File: src/rtl/fft_output_reorder_if.sv
// Stream bundle for fft_output_reorder: FFT-order input beats in, natural-order beats out.
// The peak_* signals exist only when FFT_REORDER_PEAK_EN is defined.
interface fft_output_reorder_if #(
    parameter int WIDTH       = 32,
    parameter int NUM_SAMPLES = 16,
    parameter int LANES       = 4
);
    localparam int AW = $clog2(NUM_SAMPLES);

    logic                     in_en;
    logic                     in_ready;
    logic [LANES*WIDTH-1:0]   in_real;
    logic [LANES*WIDTH-1:0]   in_imag;
    logic                     out_valid;
    logic                     out_ready;
    logic [LANES*WIDTH-1:0]   out_real;
    logic [LANES*WIDTH-1:0]   out_imag;
    logic [AW-1:0]            out_base;
    logic                     out_last;
`ifdef FFT_REORDER_PEAK_EN
    logic [AW-1:0]            peak_index;
    logic [WIDTH:0]           peak_mag;
    logic                     peak_valid;
`endif

    // master: the side that feeds FFT beats and consumes reordered beats
    modport master (
        output in_en, in_real, in_imag, out_ready,
`ifdef FFT_REORDER_PEAK_EN
        input  peak_index, peak_mag, peak_valid,
`endif
        input  in_ready, out_valid, out_real, out_imag, out_base, out_last
    );

    // slave: the reorder buffer itself
    modport slave (
        input  in_en, in_real, in_imag, out_ready,
`ifdef FFT_REORDER_PEAK_EN
        output peak_index, peak_mag, peak_valid,
`endif
        output in_ready, out_valid, out_real, out_imag, out_base, out_last
    );
endinterface

File: src/rtl/fft_output_reorder.sv
// Ping-pong reorder buffer: FFT-native beat order in, natural bin order out, valid/ready both sides.
// Optional frame peak detector (max |re|+|im|) enabled by defining FFT_REORDER_PEAK_EN.
module fft_output_reorder #(
    parameter int WIDTH       = 32,
    parameter int NUM_SAMPLES = 16,
    parameter int LANES       = 4,
    parameter int INPUT_ORDER = 0
) (
    input logic                 clock,
    input logic                 reset,
    fft_output_reorder_if.slave bus
);
    localparam int AW     = $clog2(NUM_SAMPLES);
    localparam int BEATS  = NUM_SAMPLES / LANES;
    localparam int CW     = (BEATS > 1) ? $clog2(BEATS) : 1;
    localparam int DIGITS = AW / 2;

    typedef logic signed [WIDTH-1:0] sample_t;

    sample_t                mem_re [2*NUM_SAMPLES];
    sample_t                mem_im [2*NUM_SAMPLES];

    logic [1:0]             full;
    logic [1:0]             full_next;
    logic                   wr_bank;
    logic                   rd_bank;
    logic [CW-1:0]          wr_cnt;
    logic [CW-1:0]          rd_cnt;

    logic                   accept;
    logic                   wr_done;
    logic                   load;
    logic                   rd_done;

    logic                   vld_p0;
    logic [LANES*WIDTH-1:0] re_p0;
    logic [LANES*WIDTH-1:0] im_p0;
    logic [AW-1:0]          base_p0;
    logic                   last_p0;

    // Bank address of lane k within input beat c, following the FFT's native output order.
    function automatic logic [AW-1:0] wr_addr(input logic [CW-1:0] c, input int k);
        logic [AW-1:0] lin;
        logic [AW-1:0] rev;
        lin = '0;
        rev = '0;
        if (INPUT_ORDER == 1) begin
            lin = AW'(int'(c) * LANES + k);
            for (int d = 0; d < DIGITS; d++) begin
                rev[2*d +: 2] = lin[AW-2-2*d +: 2];
            end
        end else begin
            rev = AW'(int'(c) + k * BEATS);
        end
        return rev;
    endfunction

    function automatic logic [AW-1:0] rd_addr(input logic [CW-1:0] r, input int k);
        return AW'(int'(r) * LANES + k);
    endfunction

    assign bus.in_ready = !full[wr_bank];
    assign accept       = bus.in_en && !full[wr_bank];
    assign wr_done      = accept && (wr_cnt == CW'(BEATS - 1));

    // A bank is released as soon as its last beat sits in the output register, so a
    // continuous 1 beat/cycle stream never sees in_ready drop.
    assign load         = full[rd_bank] && (!vld_p0 || bus.out_ready);
    assign rd_done      = load && (rd_cnt == CW'(BEATS - 1));

    always_comb begin
        full_next = full;
        if (wr_done) full_next[wr_bank] = 1'b1;
        if (rd_done) full_next[rd_bank] = 1'b0;
    end

    // Input stage: scatter one beat into the write bank
    always_ff @(posedge clock) begin
        if (accept) begin
            for (int k = 0; k < LANES; k++) begin
                mem_re[{wr_bank, wr_addr(wr_cnt, k)}] <= $signed(bus.in_real[k*WIDTH +: WIDTH]);
                mem_im[{wr_bank, wr_addr(wr_cnt, k)}] <= $signed(bus.in_imag[k*WIDTH +: WIDTH]);
            end
        end
    end

    always_ff @(posedge clock or posedge reset) begin
        if (reset) begin
            full    <= 2'b00;
            wr_bank <= 1'b0;
            rd_bank <= 1'b0;
            wr_cnt  <= '0;
            rd_cnt  <= '0;
        end else begin
            full <= full_next;
            if (accept) wr_cnt <= wr_done ? '0 : wr_cnt + CW'(1);
            if (wr_done) wr_bank <= ~wr_bank;
            if (load) rd_cnt <= rd_done ? '0 : rd_cnt + CW'(1);
            if (rd_done) rd_bank <= ~rd_bank;
        end
    end

    // Output stage p0: LANES consecutive bins gathered from the read bank
    always_ff @(posedge clock or posedge reset) begin
        if (reset) begin
            vld_p0  <= 1'b0;
            re_p0   <= '0;
            im_p0   <= '0;
            base_p0 <= '0;
            last_p0 <= 1'b0;
        end else if (load) begin
            vld_p0  <= 1'b1;
            for (int k = 0; k < LANES; k++) begin
                re_p0[k*WIDTH +: WIDTH] <= mem_re[{rd_bank, rd_addr(rd_cnt, k)}];
                im_p0[k*WIDTH +: WIDTH] <= mem_im[{rd_bank, rd_addr(rd_cnt, k)}];
            end
            base_p0 <= AW'(int'(rd_cnt) * LANES);
            last_p0 <= (rd_cnt == CW'(BEATS - 1));
        end else if (bus.out_ready) begin
            vld_p0  <= 1'b0;
        end
    end

    assign bus.out_valid = vld_p0;
    assign bus.out_real  = re_p0;
    assign bus.out_imag  = im_p0;
    assign bus.out_base  = base_p0;
    assign bus.out_last  = last_p0;

`ifdef FFT_REORDER_PEAK_EN
    logic           xfer;
    logic [WIDTH:0] beat_mag;
    logic [AW-1:0]  beat_idx;
    logic [WIDTH:0] cand_mag;
    logic [AW-1:0]  cand_idx;
    logic [WIDTH:0] run_mag_p1;
    logic [AW-1:0]  run_idx_p1;
    logic [WIDTH:0] peak_mag_p1;
    logic [AW-1:0]  peak_idx_p1;
    logic           vld_p1;

    // |re|+|im| with one growth bit, so the most negative input still fits exactly.
    function automatic logic [WIDTH:0] l1_mag(input sample_t re, input sample_t im);
        logic [WIDTH-1:0] a;
        logic [WIDTH-1:0] b;
        a = re[WIDTH-1] ? unsigned'(-re) : unsigned'(re);
        b = im[WIDTH-1] ? unsigned'(-im) : unsigned'(im);
        return {1'b0, a} + {1'b0, b};
    endfunction

    assign xfer = vld_p0 && bus.out_ready;

    // Strict comparisons keep the earlier (lower) bin on ties, both within and across beats.
    always_comb begin
        beat_mag = '0;
        beat_idx = base_p0;
        for (int k = 0; k < LANES; k++) begin
            if (l1_mag($signed(re_p0[k*WIDTH +: WIDTH]), $signed(im_p0[k*WIDTH +: WIDTH])) > beat_mag) begin
                beat_mag = l1_mag($signed(re_p0[k*WIDTH +: WIDTH]), $signed(im_p0[k*WIDTH +: WIDTH]));
                beat_idx = base_p0 + AW'(k);
            end
        end
        cand_mag = run_mag_p1;
        cand_idx = run_idx_p1;
        if (base_p0 == '0 || beat_mag > run_mag_p1) begin
            cand_mag = beat_mag;
            cand_idx = beat_idx;
        end
    end

    // Peak stage p1: running maximum over transferred beats, published after out_last
    always_ff @(posedge clock or posedge reset) begin
        if (reset) begin
            run_mag_p1  <= '0;
            run_idx_p1  <= '0;
            peak_mag_p1 <= '0;
            peak_idx_p1 <= '0;
            vld_p1      <= 1'b0;
        end else begin
            vld_p1 <= xfer && last_p0;
            if (xfer) begin
                run_mag_p1 <= cand_mag;
                run_idx_p1 <= cand_idx;
                if (last_p0) begin
                    peak_mag_p1 <= cand_mag;
                    peak_idx_p1 <= cand_idx;
                end
            end
        end
    end

    assign bus.peak_index = peak_idx_p1;
    assign bus.peak_mag   = peak_mag_p1;
    assign bus.peak_valid = vld_p1;
`endif
endmodule
File: src/flat_wrapper.sv
// flat-port wrapper written by rule: the top's interface ports become plain ports
module fft_output_reorder_flat 
#(
    parameter int WIDTH       = 32,
    parameter int NUM_SAMPLES = 16,
    parameter int LANES       = 4,
    parameter int INPUT_ORDER = 0
)
  (clock, reset, bus_in_en, bus_in_real, bus_in_imag, bus_out_ready, bus_in_ready, bus_out_valid, bus_out_real, bus_out_imag, bus_out_base, bus_out_last);
  fft_output_reorder_if #(.WIDTH(WIDTH), .NUM_SAMPLES(NUM_SAMPLES), .LANES(LANES)) bus_i ();
  input logic clock;
  input logic reset;
  input wire logic [$bits(bus_i.in_en)-1:0] bus_in_en;
  input wire logic [$bits(bus_i.in_real)-1:0] bus_in_real;
  input wire logic [$bits(bus_i.in_imag)-1:0] bus_in_imag;
  input wire logic [$bits(bus_i.out_ready)-1:0] bus_out_ready;
  output wire logic [$bits(bus_i.in_ready)-1:0] bus_in_ready;
  output wire logic [$bits(bus_i.out_valid)-1:0] bus_out_valid;
  output wire logic [$bits(bus_i.out_real)-1:0] bus_out_real;
  output wire logic [$bits(bus_i.out_imag)-1:0] bus_out_imag;
  output wire logic [$bits(bus_i.out_base)-1:0] bus_out_base;
  output wire logic [$bits(bus_i.out_last)-1:0] bus_out_last;
  assign bus_i.in_en = bus_in_en;
  assign bus_i.in_real = bus_in_real;
  assign bus_i.in_imag = bus_in_imag;
  assign bus_i.out_ready = bus_out_ready;
  assign bus_in_ready = bus_i.in_ready;
  assign bus_out_valid = bus_i.out_valid;
  assign bus_out_real = bus_i.out_real;
  assign bus_out_imag = bus_i.out_imag;
  assign bus_out_base = bus_i.out_base;
  assign bus_out_last = bus_i.out_last;
  fft_output_reorder #(.WIDTH(WIDTH), .NUM_SAMPLES(NUM_SAMPLES), .LANES(LANES), .INPUT_ORDER(INPUT_ORDER)) u_core (.clock(clock), .reset(reset), .bus(bus_i));
endmodule
File: config.mk
export PLATFORM = sky130hd
export DESIGN_NAME = fft_output_reorder_flat
export DESIGN_NICKNAME = d
export VERILOG_FILES = /design/src/rtl/fft_output_reorder_if.sv /design/src/rtl/fft_output_reorder.sv /design/src/flat_wrapper.sv
export SDC_FILE = /design/constraint.sdc
export NUM_CORES = 2
export LEC_CHECK = 0
export ABC_CLOCK_PERIOD_IN_PS = 34200
export CORE_MARGIN = 5
export CORE_UTILIZATION = 66
export CTS_BUF_LIST = sky130_fd_sc_hd__clkbuf_4
export CTS_CLUSTER_SIZE = 16
export DETAILED_ROUTE_END_ITERATION = 12
export PLACE_DENSITY = 0.95
export SYNTH_ARGS = -nofsm -noshare
export SYNTH_HDL_FRONTEND = slang
export SYNTH_SLANG_ARGS = --single-unit
File: constraint.sdc
create_clock -name clock -period 34.2 [get_ports clock]
set_input_delay 3.42 -clock clock [delete_from_list [all_inputs] [get_ports clock]]
set_output_delay 3.42 -clock clock [all_outputs]
set_load 0.01 [all_outputs]
==> results.ini <==
[outcome]
status=finished clean

[global_route]
track_usage=0.359
antenna_found_initial=45
grt_overflow=0
grt_max_degree=157
grt_pass1_wl_mm=373
grt_pass1_vias=57500

[timing]
finalHoldViolCount=0
skew_ns=0.124
final-max-slew-violation-count=0
maxSlewHeadroom=0.0136
setup_viol=0
hold_ws_ns=0.511
tightest_slew_ns=1.48
rsz0062_at_grt=no
fmax_mhz=149
fin_crit_ns=6.71
worst_slack_ns=27.49
fin_crit_sh=0.196
setup-tns-final_ns=0

[clock_network]
clkLatencyLatePin_ns=1.35
hold_buffers=0
cts_tree=yes
cts_resized=0
cts_sinks=2316
h-tree-depth=6
cts_buffers=569
cts-root-buf=clkbuf_4
cts_buffer_depth=4
post_cts_buffers=0
path_clk_slew_ns=0.07

[setup_path]
endpoint_kind=flip-flop
cp.required_ns=35.33
cp-start-kind=input port
cp_max_fo=72
crit_type=input port to flip-flop
critPathArrivalTime_ns=7.83

[synth]
synth_top_cell_by_area=edfxtp_1
netlist.area_leader.share=0.698
netlist-cell-type-count=37
syn_inst=4696
synth_area_leaders=edfxtp_1, dfrtp_1, mux2i_1
ys_seq_elements=2316
syn_area_sq_um=88200
syn_avg_cell_area_sq_um=18.8
yosys_warnings=0
yosysSeqAreaShare=0.774

[final_layout]
drive_above_1_share=0.249
fin_cells=7795
final_common_cell=edfxtp_1
finish.net_count=5815
syn_to_final_growth_pct=16.0
final_cell_mix=edfxtp_1, clkbuf_4, clkdlybuf4s50_1, mux2i_1, mux2_2

[route]
ant_nets=0
routed_via_density=7.04
first_iter_violations=7861
wl_per_cell_um=33.2
wl_met2_mm=125
firstDrtPassIters=6
post-route-drc-count=0
routed.top_layer=met5
met1_length_mm=81.8
wl_met3_mm=34.0
vias=54900
totalWireLength_mm=259

[placement]
hpwl_mm=129
place_ws_ns=26.39
portBuffers=520
routabilityCongestion=0.795
dpl.cell_count=6747

[power_and_ir_drop]
p_per_area_nw_per_um2=87.2
total_power_mw=8.92
vdd_ir_drop_max_mv=0.0907
power.leakage_nw=35.4

[die]
dieArea_sq_um=141000
initial_core_util=0.662
io_pins=523
die_w_um=375
core_sq_um=133000
die_y_um=375
rows=134

[job]
drv_cap=0

[min_path]
hold_class=flip-flop to flip-flop

==> through the flow <==
| step | instance area [sq um] | utilization |
|---|---|---|
| after detailed placement | 94700 | 0.712 |
| final | 102000 | 0.768 |
| after CTS | 102000 | 0.767 |
| after global placement | 94700 | 0.712 |
| after floorplan | 88200 | - |
| after global routing | 102000 | 0.768 |
==> logic make-up after synthesis <==
group,after synthesis,share of synthesized area
other,1,0.0000425
buffers and inverters,315,0.0182
adder cells (fa/ha/maj),5,0.000710
flip-flops,2316,0.774
multiplexers,995,0.124
AO/OA/AOI/OAI,994,0.0783
AND/OR/NAND/NOR,69,0.00446
XOR/XNOR,1,0.0000994
==> final timing paths <==
check                      cells past startpoint  slack, ns                    from                        to
setup / recovery                               7      27.49           bus_out_ready  u_core.bus.out_imag[112]
hold / removal                                 1       0.51  u_core.bus.out_base[3]    u_core.bus.out_base[3]
setup reg to reg                               7      28.31        u_core.rd_cnt[0]   u_core.bus.out_real[16]
hold reg to reg                                1       0.51  u_core.bus.out_base[3]    u_core.bus.out_base[3]
max in group asynchronous                      4      29.19                   reset          u_core.rd_cnt[0]
min in group asynchronous                      2       2.59                   reset   u_core.bus.out_real[59]
==> critical path, stage by stage <==
cell and delay (ns):
clkdlybuf4s50_1 0.45, nor2b_4 0.12, buf_4 0.61, or2_4 0.94, buf_4 0.79, buf_4 0.95, o31ai_1 0.34
==> layout make-up <==
cell class	count	area, sq um
Sequential cell	2316	68200
Fill cell	6203	30900
Multi-Input combinational cell	2066	18500
Clock buffer	876	6580
Timing Repair Buffer	593	5820
Tap cell	1768	2210
Clock inverter	127	792
Antenna cell	45	113
Inverter	4	22.5
==> where the power goes <==
part | internal [mW] | switching (mW) | total (mW)
Sequential | 3.44 | 0.268 | 3.70
Clock | 1.25 | 1.16 | 2.41
Combinational | 1.12 | 1.69 | 2.80
==> synthesized netlist by cell type, drive strengths merged <==
| cell type | instances |
|---|---|
| inv | 4 |
| o21ai | 221 |
| o21bai | 36 |
| edfxtp | 2048 |
| dfrtp | 268 |
| mux4 | 36 |
| nor2 | 9 |
| xnor2 | 1 |
| a31oi | 1 |
| nor3b | 1 |
| or2 | 1 |
| mux2i | 514 |
| buf | 160 |
| o31a | 36 |
| ha | 5 |
| nor4 | 1 |
| o22ai | 256 |
| conb | 1 |
| a22o | 220 |
| nand2b | 6 |
| a21o | 2 |
| a21oi | 1 |
| mux2 | 445 |
| a2bb2oi | 1 |
| nor2b | 4 |
| and2 | 36 |
| clkbuf | 151 |
| nand2 | 7 |
| o31ai | 220 |
| nor3 | 4 |
==> registers in the layout, summed over array words and instances (netlist names) <==
name                  flops
u_core.bus.out_base       2
u_core.bus.out_imag     128
u_core.bus.out_last       1
u_core.bus.out_real     128
u_core.bus.out_valid      1
u_core.full               2
u_core.mem_im          1024
u_core.mem_re          1024
u_core.rd_bank            1
u_core.rd_cnt             2
u_core.wr_bank            1
u_core.wr_cnt             2
==> metal layers <==
layer  vias up  GRT usage
met4         6      0.233
met5         -          0
met1     26900      0.435
met2      5681      0.570
li1      21100          -
met3      1222      0.107
Power figures use the tool's default switching activity.
